[config.mk]
export PLATFORM = sky130hd
export DESIGN_NAME = dm_port_arbiter
export DESIGN_NICKNAME = d
export VERILOG_FILES = /design/src/rtl/cpu_mem_pkg.sv /design/src/rtl/dm_resp_hold.sv /design/src/rtl/dm_port_arbiter.sv
export SDC_FILE = /design/constraint.sdc
export NUM_CORES = 1
export LEC_CHECK = 0
export BUFFER_PORTS_ARGS = -buffer_cell sky130_fd_sc_hd__buf_2
export CORE_AREA = 3 3 105 107
export CTS_CLUSTER_SIZE = 10
export DETAILED_ROUTE_END_ITERATION = 12
export DIE_AREA = 0 0 108 110
export GPL_TIMING_DRIVEN = 0
export PLACE_DENSITY = 0.78
export SLEW_MARGIN = 20
export SYNTH_ARGS = -nofsm -noshare
export SYNTH_HDL_FRONTEND = slang
export SYNTH_SLANG_ARGS = --single-unit
[constraint.sdc]
create_clock -name clk -period 2 [get_ports clk]
set_input_delay 0.2 -clock clk [delete_from_list [all_inputs] [get_ports clk]]
set_output_delay 0.2 -clock clk [all_outputs]
set_load 0.02 [all_outputs]
[src/rtl/cpu_mem_pkg.sv]
// Shared widths and response-owner encoding for the data-memory port arbiter.
package cpu_mem_pkg;

    localparam int unsigned DM_AW = 32;
    localparam int unsigned DM_DW = 32;
    localparam int unsigned DM_BE = 4;

    typedef enum logic [1:0] {
        OWN_NONE = 2'd0,
        OWN_IF   = 2'd1,
        OWN_MEM  = 2'd2
    } owner_e;

endpackage

[src/rtl/dm_resp_hold.sv]
// Read-response holder: passes fresh RAM data through on a response cycle and
// keeps it stable afterwards until the next response for the same requester.
module dm_resp_hold
    import cpu_mem_pkg::*;
(
    input  logic             clk,
    input  logic             resetn,
    input  logic             valid,
    input  logic [DM_DW-1:0] din,
    output logic [DM_DW-1:0] dout
);

    logic [DM_DW-1:0] hold_q;
    logic [DM_DW-1:0] hold_d;

    always_comb begin
        hold_d = hold_q;
        if (valid) begin
            hold_d = din;
        end
    end

    always_ff @(posedge clk or negedge resetn) begin
        if (!resetn) begin
            hold_q <= '0;
        end else begin
            hold_q <= hold_d;
        end
    end

    assign dout = valid ? din : hold_q;

endmodule

[src/rtl/dm_port_arbiter.sv]
// Arbitrates one single-ported synchronous RAM between IF and MEM. MEM has priority,
// but after STREAK_MAX MEM grants while IF waits, IF gets one grant.
module dm_port_arbiter
    import cpu_mem_pkg::*;
#(
    parameter int unsigned STREAK_MAX = 4
) (
    input  logic             clk,
    input  logic             resetn,

    input  logic             if_req,
    input  logic [DM_AW-1:0] if_addr,
    output logic             if_gnt,
    output logic             if_rvalid,
    output logic [DM_DW-1:0] if_rdata,

    input  logic             mem_req,
    input  logic [DM_BE-1:0] mem_wen,
    input  logic [DM_AW-1:0] mem_addr,
    input  logic [DM_DW-1:0] mem_wdata,
    output logic             mem_gnt,
    output logic             mem_rvalid,
    output logic [DM_DW-1:0] mem_rdata,

    output logic             ram_en,
    output logic [DM_BE-1:0] ram_wen,
    output logic [DM_AW-1:0] ram_addr,
    output logic [DM_DW-1:0] ram_wdata,
    input  logic [DM_DW-1:0] ram_rdata
);

    localparam int unsigned SW = $clog2(STREAK_MAX + 1);

    logic [SW-1:0] streak_q, streak_d;
    owner_e        owner_q, owner_d;

    logic if_req_v;
    logic mem_req_v;
    logic streak_full;

    // Requests are masked while in reset so every output reads as zero.
    assign if_req_v    = if_req & resetn;
    assign mem_req_v   = mem_req & resetn;
    assign streak_full = (streak_q == SW'(STREAK_MAX));

    assign mem_gnt = mem_req_v & ~(if_req_v & streak_full);
    assign if_gnt  = if_req_v & ~mem_gnt;

    always_comb begin
        ram_en    = 1'b0;
        ram_wen   = '0;
        ram_addr  = '0;
        ram_wdata = '0;
        if (mem_gnt) begin
            ram_en    = 1'b1;
            ram_wen   = mem_wen;
            ram_addr  = mem_addr;
            ram_wdata = mem_wdata;
        end else if (if_gnt) begin
            ram_en   = 1'b1;
            ram_addr = if_addr;
        end
    end

    always_comb begin
        streak_d = streak_q;
        if (mem_gnt && if_req_v) begin
            if (!streak_full) begin
                streak_d = streak_q + SW'(1);
            end
        end else if (if_gnt || !if_req_v) begin
            streak_d = '0;
        end
    end

    // Owner remembers who gets the RAM output next cycle; writes produce no response.
    always_comb begin
        owner_d = OWN_NONE;
        if (mem_gnt && (mem_wen == '0)) begin
            owner_d = OWN_MEM;
        end else if (if_gnt) begin
            owner_d = OWN_IF;
        end
    end

    always_ff @(posedge clk or negedge resetn) begin
        if (!resetn) begin
            streak_q <= '0;
            owner_q  <= OWN_NONE;
        end else begin
            streak_q <= streak_d;
            owner_q  <= owner_d;
        end
    end

    assign if_rvalid  = (owner_q == OWN_IF);
    assign mem_rvalid = (owner_q == OWN_MEM);

    dm_resp_hold u_if_hold (
        .clk    (clk),
        .resetn (resetn),
        .valid  (if_rvalid),
        .din    (ram_rdata),
        .dout   (if_rdata)
    );

    dm_resp_hold u_mem_hold (
        .clk    (clk),
        .resetn (resetn),
        .valid  (mem_rvalid),
        .din    (ram_rdata),
        .dout   (mem_rdata)
    );

endmodule

==> results.py, run 1 <==
metrics = {
    "power": {
        "power_mw": 4.37,
        "power.leakage_nw": 2.94,
        "cellPowerDensity_nw_per_um2": 803,
        "peakVddDrop_v": 0.000356,
    },
    "clock_network": {
        "htreeDepth": 3,
        "cts_root_buf": "clkbuf_8",
        "cts_made_buffers": 9,
        "cts.sinks": 69,
        "worst_skew_pair.late_latency_ns": 0.34,
        "cts_tree": "yes",
        "clock_path_buffers": 2,
        "cts.clk_slew.worst_paths_ns": 0.08,
    },
    "die": {
        "dieArea_um2": 11900,
        "num_rows": 37,
        "io_pins": 273,
        "start_util": 0.323,
        "coreArea_um2": 10200,
        "fp.dieH_um": 110,
        "fp.dieW_um": 108,
    },
    "synthesis": {
        "yosysTopAreaCell": "dfrtp_1",
        "ys_async_sr_fraction": 1.00,
        "syn-cell-area_um2": 3310,
        "ys_ff_latch": 69,
        "synth_edf_count": 0,
        "ys_seq_area_frac": 0.522,
        "synthTopCellsByCount": "dfrtp_1, mux2_2, and2_1",
        "synth_warnings": 0,
        "ys_top_cells_by_area": "dfrtp_1, mux2_2, a22o_2",
        "yosys.cell_types.count": 22,
        "syn_nets": 381,
        "synth.most_common_cell": "dfrtp_1",
        "syn_inst": 243,
        "synth_area_per_cell_um2": 13.6,
        "synth_top_area_share": 0.522,
        "synth_ff_type": "dfrtp_1",
    },
    "final_layout": {
        "antenna_cells": 0,
        "fin_area_um2": 5440,
        "layout-drive-gt1-share": 0.772,
        "nets": 677,
        "n_fill_cell": 934,
        "final_util": 0.532,
        "synthToLayoutAreaGrowth_pct": 64.5,
    },
    "global_routing": {
        "grt_util_all_layers": 0.196,
        "grt_overflow": 0,
        "grt_pass1_vias": 3177,
        "antenna_found_initial": 0,
        "met2_usage": 0.365,
        "grt_pass1_wl_um": 17000,
        "busiest_layer": "met2",
        "met1_usage": 0.220,
        "grt_max_degree": 49,
        "grt_use_met3": 0.0326,
    },
    "sta": {
        "finClkSkew_ns": 0.0137,
        "period_share": 0.994,
        "worst_pin_slew_ns": 0.920,
        "finalHoldViolCount": 0,
        "slew_viol_final": 0,
        "relSlewSlack": 0.385,
        "setup_viol": 0,
        "fmax_mhz": 503,
        "min_period_ns": 1.99,
        "worst_hold_slack_ns": 0.112,
        "grt_setup_unrepaired": "yes",
    },
    "setup_path": {
        "arrival_ns": 1.79,
        "cp_max_fo": 7,
        "cp_slowest_cell": "dfrtp_1",
        "crit_type": "reg -> out",
        "slowest_delay_ns": 0.39,
        "required_ns": 1.80,
        "reg2reg_setup_slack_ns": 0.65,
        "reg2regPathDepth": 4,
        "critPathCapture": "ram_addr[19]",
        "cp_cell_sequence": "inv_2, ha_4, nand2_2, a21oi_4, buf_12, buf_6, a22o_2, buf_4",
        "rr_startpoint": "owner_q[0]",
        "startpoint": "streak_q[0]",
        "start_kind": "flop",
        "end_kind": "output port",
        "r2r-end": "u_if_hold.hold_q[5]",
    },
    "run_status": {
        "status": "completed",
    },
    "route": {
        "drt_drc_violations_left": 0,
        "wl_per_cell_um": 19.1,
        "drt_iter0_drc": 139,
        "routed_wl_um": 13000,
        "ant_nets": 0,
        "avgViaCountPerCell": 4.67,
        "drt_first_pass_iters": 4,
        "vias": 3173,
    },
    "hold_path": {
        "min_path_cells": 2,
        "hp-class": "in -> reg",
    },
    "place": {
        "dp_hpwl_um": 10500,
        "port_buffers": 272,
        "gp_congestion": 0.949,
        "place_area_um2": 4870,
    },
    "run": {
        "cap_violations": 0,
    },
}
[critical path: cells and delay by family, from the launching register on]
family / cells / cell delay (ns)
buffers and inverters: 4 / 0.49
DFF: 1 / 0.39
AOI/OAI and AO/OA: 2 / 0.32
adders and majority gates: 1 / 0.16
and+or+nand+nor: 1 / 0.09
[layout by cell type (no fill, tap or decap), types with 2 or more instances in the layout]
| cell | instances |
|---|---|
| clkinvlp_4 | 3 |
| dfrtp_1 | 69 |
| buf_12 | 3 |
| dlygate4sd3_1 | 2 |
| inv_6 | 2 |
| and2_1 | 36 |
| a22o_4 | 3 |
| a22o_1 | 4 |
| nand2_1 | 3 |
| nand2_2 | 2 |
| inv_2 | 2 |
| clkbuf_8 | 9 |
| mux2_2 | 65 |
| buf_2 | 236 |
| nor2_1 | 2 |
| buf_6 | 25 |
| buf_8 | 3 |
| a22o_2 | 25 |
| buf_4 | 33 |
[how the worst min path moves through the flow]
| stage | from | slack [ns] | to |
|---|---|---|---|
| 2_1_floorplan | resetn | -0.1 | owner_q[0] |
| 5_1_grt | ram_rdata[27] | 0.1 | u_if_hold.hold_q[27] |
| 6_report | ram_rdata[15] | 0.11 | u_if_hold.hold_q[15] |
| 3_5_place_dp | resetn | 0.13 | u_mem_hold.hold_q[23] |
| 3_3_place_gp | streak_q[0] | 0.45 | streak_q[0] |
| 4_1_cts | ram_rdata[27] | 0.09 | u_if_hold.hold_q[27] |
[flip-flops by register name, summed over array words and instances (netlist names)]
signal	count
streak_q	3
owner_q	2
u_if_hold.hold_q	32
u_mem_hold.hold_q	32
[final cells by class]
cell class	count	area [um2]	area share
well taps	136	170	0.0313
repair buffers	285	1650	0.303
plain buffers	18	216	0.0398
flip-flops and latches	69	1730	0.317
multi-input cells	153	1460	0.269
clock buffers	9	124	0.0228
inverters	3	11.3	0.00207
clock inverters	7	81.3	0.0150
[per-stage QoR]
stage / setup slack, ns / setup TNS, ns / instances
after global routing: -0.0385 / -0.653 / 680
after floorplan: 0.342 / 0 / 243
after detailed placement: 0.0736 / 0 / 652
after CTS: -0.0176 / -0.0176 / 674
after global placement: -0.791 / -49.96 / 651
final: 0.0129 / 0 / 680
[report_power, final]
group          switching, mW  total, mW  internal, mW
Combinational          0.858       1.49         0.636
Sequential            0.0602       1.70          1.64
Clock                  0.584       1.18         0.593
[layer usage]
layer | share of wire | wire length, um | vias to the layer above
met5 | 0 | 0 | -
li1 | - | - | 1455
met4 | 0.025 | 326 | 0
met1 | 0.38 | 4970 | 1545
met3 | 0.051 | 661 | 22
met2 | 0.54 | 7010 | 151
[timing repair]
item                       in CTS  in global routing
hold endpoints to repair       21                  0
buffers inserted                4                  3
gates resized for setup        19                 66
pin swaps                       3                  2
setup endpoints to repair     128                 74
gates cloned                    0                  3
hold buffers                    2                  0
[cell families after synthesis]
family | count (synthesis) | synth area share
buffers and inverters | 21 | 0.0496
muxes | 65 | 0.221
adders and majority gates | 2 | 0.00757
and+or+nand+nor | 50 | 0.0908
DFF | 69 | 0.522
AOI/OAI and AO/OA | 36 | 0.108
Power figures use the tool's default switching activity.
==> run 2: changes to the inputs <==
Settings changed: RECOVER_POWER set to 50.
==> run 2 against run 1 <==
Compared with the run above:
- first-iteration DRC count increased by 5.0%
- worst setup slack worse by 0.0017 ns
- hold slack worse by 0.0091 ns
- via count up 0.66%
- critical path depth stayed put
- clock skew down 0.0014 ns
- sequential cell count stayed put
- register-to-register slack improved by 0.02 ns
- count of clock-buffer cells in the layout is the same
- maximum frequency is essentially flat
- die area unchanged
- power down 0.54%
==> results.py, run 2 (synthesis results as in run 1) <==
metrics = {
    "setup_path": {
        "start_kind": "flop",
        "cp_max_fo": 7,
        "reg2regPathDepth": 4,
        "startpoint": "streak_q[0]",
        "required_ns": 1.80,
        "cp_cell_sequence": "inv_2, ha_4, nand2_2, a21oi_4, buf_12, buf_6, a22o_2, buf_4",
        "end_kind": "output port",
        "arrival_ns": 1.79,
        "reg2reg_setup_slack_ns": 0.67,
        "cp_slowest_cell": "dfrtp_1",
        "critPathCapture": "ram_addr[19]",
        "rr_startpoint": "owner_q[0]",
        "slowest_delay_ns": 0.39,
        "r2r-end": "u_if_hold.hold_q[5]",
        "crit_type": "reg -> out",
    },
    "final_layout": {
        "final_cells": 680,
        "layout-drive-gt1-share": 0.735,
        "antenna_cells": 0,
        "layout_commonest_cell": "buf_2",
        "final_util": 0.529,
        "synthToLayoutAreaGrowth_pct": 63.7,
        "reg_top3": "u_if_hold.hold_q: 32 flops, u_mem_hold.hold_q: 32 flops, streak_q: 3 flops",
        "final_cell_mix": "buf_2, dfrtp_1, mux2_2, and2_1, buf_4",
        "nets": 677,
    },
    "clock_network": {
        "cts_tree": "yes",
        "htreeDepth": 3,
        "cts_made_buffers": 9,
        "cts_root_buf": "clkbuf_8",
        "worst_skew_pair.late_latency_ns": 0.34,
        "cts.clk_slew.worst_paths_ns": 0.08,
        "cts.sinks": 69,
        "clock_path_buffers": 2,
    },
    "place": {
        "gp_congestion": 0.949,
        "port_buffers": 272,
        "dpl.cell_count": 652,
        "dp_slack_ns": 0.0736,
        "dp_hpwl_um": 10500,
    },
    "global_routing": {
        "antenna_found_initial": 0,
        "grt_pass1_vias": 3177,
        "grt_max_degree": 49,
        "grt_pass1_wl_um": 17000,
        "grt_util_all_layers": 0.196,
        "grt_overflow": 0,
    },
    "route": {
        "avgViaCountPerCell": 4.70,
        "ant_nets": 0,
        "drt_iter0_drc": 146,
        "drt_first_pass_iters": 4,
        "routed_wl_um": 12900,
        "drt_drc_violations_left": 0,
        "vias": 3194,
        "wl_per_cell_um": 19.0,
    },
    "power": {
        "p_clk_frac": 0.271,
        "peakVddDrop_v": 0.000352,
        "p_switching_mw": 1.50,
        "comb_power_share": 0.339,
        "cellPowerDensity_nw_per_um2": 803,
        "power_mw": 4.34,
        "power.leakage_nw": 2.94,
        "internal_power_mw": 2.84,
        "swShare": 0.345,
        "seqPwrFrac": 0.391,
    },
    "run_status": {
        "status": "completed",
    },
    "sta": {
        "finClkSkew_ns": 0.0123,
        "min_period_ns": 1.99,
        "fmax_mhz": 503,
        "finalHoldViolCount": 0,
        "slew_viol_final": 0,
        "finalWorstSetupSlack_ns": 0.0112,
        "worst_pin_slew_ns": 1.16,
        "worst_hold_slack_ns": 0.103,
        "period_share": 0.994,
        "relSlewSlack": 0.224,
        "grt_setup_unrepaired": "yes",
        "setup_viol": 0,
    },
    "die": {
        "start_util": 0.323,
        "num_rows": 37,
        "coreArea_um2": 10200,
        "fp.dieW_um": 108,
        "dieArea_um2": 11900,
        "fp.dieH_um": 110,
        "io_pins": 273,
    },
    "run": {
        "cap_violations": 0,
    },
    "hold_path": {
        "hp-class": "in -> reg",
    },
}
[run 2: worst min path at each step]
| stage | end | start | cells past startpoint | slack [ns] |
|---|---|---|---|---|
| after floorplan | owner_q[0] | resetn | 0 | -0.1 |
| after global placement | streak_q[0] | streak_q[0] | 1 | 0.45 |
| after detailed placement | u_mem_hold.hold_q[23] | resetn | 1 | 0.13 |
| after CTS | u_if_hold.hold_q[27] | ram_rdata[27] | 2 | 0.09 |
| after global routing | u_if_hold.hold_q[27] | ram_rdata[27] | 2 | 0.1 |
| final | u_if_hold.hold_q[28] | ram_rdata[28] | 2 | 0.10 |
[run 2: what timing repair did]
| item | 4_1_cts | 5_1_grt |
|---|---|---|
| setup buffers | 4 | 3 |
| hold endpoints to repair | 21 | 0 |
| cloned | 0 | 3 |
| setup endpoints to repair | 128 | 74 |
| hold buffers | 2 | 0 |
| resized for setup | 19 | 66 |
| pin swaps | 3 | 2 |
[run 2: layer usage]
metal | up-vias | track usage | part of all wire
li1 | 1451 | - | -
met1 | 1566 | 0.220 | 0.38
met2 | 152 | 0.365 | 0.55
met3 | 25 | 0.0326 | 0.052
met4 | 0 | 0.0884 | 0.025
met5 | - | 0 | 0
[run 2: worst max-delay path: cells and delay by family, from the launching register on]
family / cells / cell delay (ns)
buffers and inverters: 4 / 0.49
flip-flops: 1 / 0.39
AO/OA/AOI/OAI: 2 / 0.32
AND/OR/NAND/NOR: 1 / 0.09
adder cells (fa/ha/maj): 1 / 0.16
[run 2: cell type report]
type / instances / area (um2)
fillers: 936 / 4820
flip-flops and latches: 69 / 1730
repair buffers: 285 / 1620
multi-input cells: 153 / 1460
plain buffers: 18 / 216
well taps: 136 / 170
clock buffers: 9 / 124
clock inverters: 7 / 81.3
inverters: 3 / 11.3
[run 2: power groups by stage]
stage               clock network (mW)  logic, mW  registers, mW
floorplan                            0      0.857           1.70
global placement                     0       1.39           1.71
detailed placement                   0       1.43           1.73
CTS                               1.22       1.46           1.70
global route                      1.28       1.57           1.71
finish                            1.18       1.47           1.70
[run 2: metrics by stage]
| step | cell area [um2] | TNS, ns |
|---|---|---|
| global route | 5410 | -0.715 |
| finish | 5410 | 0 |
| detailed placement | 4870 | 0 |
| global placement | 4840 | -49.96 |
| CTS | 5200 | -0.0176 |
| floorplan | 3310 | 0 |
==> run 3: changes to the inputs <==
Settings changed: CORE_AREA 3 3 105 107 to 3 3 104 106, CTS_BUF_LIST set to sky130_fd_sc_hd__clkbuf_8, DIE_AREA 0 0 108 110 to 0 0 107 109, PLACE_DENSITY 0.78 to 0.79.
==> run 3 against run 2 <==
Compared with the run above:
- the run now ends with setup timing left
- wire length increased by 6.5%
- clock skew decreased by 0.0053 ns
- combinational power increased by 5%
- core utilization increased by 3.3 points
- final cell count decreased by 0.44%
- worst setup slack got worse by 0.027 ns
- clock power decreased by 12%
- design area increased by 2.4%
- non-clock buffer count increased by 1
- critical path type unchanged
- highest routed layer unchanged
==> results.py, run 3 (synthesis results as in run 1) <==
metrics = {
    "power": {
        "peakVddDrop_v": 0.000385,
        "seqPwrFrac": 0.397,
        "internal_power_mw": 2.89,
        "p_switching_mw": 1.40,
        "swShare": 0.327,
        "power_mw": 4.29,
        "p_clk_frac": 0.243,
        "comb_power_share": 0.360,
        "power.leakage_nw": 2.98,
        "cellPowerDensity_nw_per_um2": 774,
    },
    "setup_path": {
        "cp_cell_sequence": "inv_2, ha_4, nand2_4, a21oi_4, buf_12, buf_8, a22o_2, buf_6",
        "slowest_delay_ns": 0.40,
        "crit_type": "reg -> out",
        "required_ns": 1.80,
        "crit_family": "buffers and inverters",
        "end_kind": "output port",
        "arrival_ns": 1.82,
        "crit_buf_inv": 4,
        "start_kind": "flop",
        "cp_max_fo": 10,
        "cp_slowest_cell": "dfrtp_1",
    },
    "die": {
        "coreArea_um2": 9860,
        "fp.dieW_um": 107,
        "start_util": 0.335,
        "fp.dieH_um": 109,
        "num_rows": 36,
        "io_pins": 273,
        "dieArea_um2": 11700,
    },
    "global_routing": {
        "antenna_found_initial": 2,
        "grt_pass1_vias": 3309,
        "grt_util_all_layers": 0.218,
        "grt_pass1_wl_um": 18700,
        "grt_max_degree": 39,
        "grt_overflow": 0,
    },
    "clock_network": {
        "htreeDepth": 3,
        "cts.sinks": 69,
        "cts.clk_slew.worst_paths_ns": 0.07,
        "cts_made_buffers": 9,
        "worst_skew_pair.late_latency_ns": 0.34,
        "clock_path_buffers": 2,
        "cts_tree": "yes",
        "cts_root_buf": "clkbuf_8",
    },
    "sta": {
        "finClkSkew_ns": 0.00697,
        "min_period_ns": 2.02,
        "fmax_mhz": 496,
        "setup_viol": 4,
        "worst_pin_slew_ns": 0.927,
        "slew_viol_final": 0,
        "worst_hold_slack_ns": 0.122,
        "finalWorstSetupSlack_ns": -0.0162,
        "grt_setup_unrepaired": "yes",
        "relSlewSlack": 0.382,
        "tns_ns": -0.0302,
        "finalHoldViolCount": 0,
        "period_share": 1.01,
    },
    "final_layout": {
        "final_cells": 677,
        "final_cell_mix": "buf_2, dfrtp_1, mux2_2, buf_6, and2_1",
        "final_util": 0.562,
        "multi_input_area_um2": 1500,
        "layout_commonest_cell": "buf_2",
        "n_fill_cell": 844,
        "regArea_um2": 1730,
        "synthToLayoutAreaGrowth_pct": 67.7,
        "reg_top3": "u_if_hold.hold_q: 32 flops, u_mem_hold.hold_q: 32 flops, streak_q: 3 flops",
        "layout-drive-gt1-share": 0.764,
        "nets": 678,
    },
    "route": {
        "drt_iter0_drc": 145,
        "routed_wl_um": 13800,
        "wl_per_cell_um": 20.4,
        "drt_first_pass_iters": 4,
        "avgViaCountPerCell": 4.76,
        "vias": 3222,
        "drt_drc_violations_left": 0,
        "ant_nets": 0,
    },
    "hold_path": {
        "hp-class": "in -> reg",
    },
    "run_status": {
        "status": "finished, violations left",
        "failed_checks": "setup timing",
    },
    "place": {
        "gp_congestion": 0.920,
        "dpl.cell_count": 649,
        "port_buffers": 272,
        "dp_hpwl_um": 10800,
    },
    "run": {
        "cap_violations": 0,
    },
}
run 3: per-layer routing:
metal / up-vias / track usage / wire length [um]
met3: 33 / 0.0622 / 1070
met1: 1552 / 0.227 / 4850
met4: 0 / 0.122 / 639
met5: - / 0 / 0
met2: 183 / 0.393 / 7230
li1: 1454 / - / -
run 3: path summary, 6_finish.rpt:
check,from,to,slack (ns),cells past startpoint
setup / recovery,streak_q[1],ram_addr[12],-0.02,8
hold / removal,ram_rdata[23],u_if_hold.hold_q[23],0.12,2
setup reg to reg,owner_q[0],u_if_hold.hold_q[5],0.67,4
hold reg to reg,u_if_hold.hold_q[23],u_if_hold.hold_q[23],0.49,1
max in group asynchronous,resetn,owner_q[0],0.51,4
min in group asynchronous,resetn,u_if_hold.hold_q[18],0.91,4
run 3: repair_timing:
action                                  CTS  global route
resized for setup                        32            96
endpoints found under the setup margin  102            74
setup buffers                             3             3
pin swaps                                 2             4
hold buffers                              5             0
endpoints found under the hold margin    31             0
cloned                                    1             1
run 3: layout make-up:
type,instances,share of cell area
antenna,1,0.000451
buffer,18,0.0368
clock buffer,10,0.0248
clock inverter,4,0.00767
inverter,3,0.00203
multi-input combinational,153,0.271
sequential,69,0.311
tap,133,0.0300
timing repair buffer,286,0.316
run 3: per-stage QoR:
step,setup WS (ns),cell area (um2)
floorplan,0.342,3310
global placement,-0.781,4830
detailed placement,-0.180,4860
CTS,0.000920,5250
global route,-0.0866,5540
finish,-0.0162,5540
run 3: worst register-to-register path, stage by stage (launching register included):
cell and delay (ns):
dfrtp_1 0.37, nand2b_1 0.06, buf_2 0.18, buf_4 0.22, mux2_2 0.37
run 3: power by group through the flow:
stage	registers, mW	clock network (mW)	logic [mW]
after CTS	1.70	1.09	1.48
after detailed placement	1.73	0	1.43
after floorplan	1.70	0	0.857
after global routing	1.72	1.15	1.63
final	1.70	1.04	1.54
after global placement	1.71	0	1.39
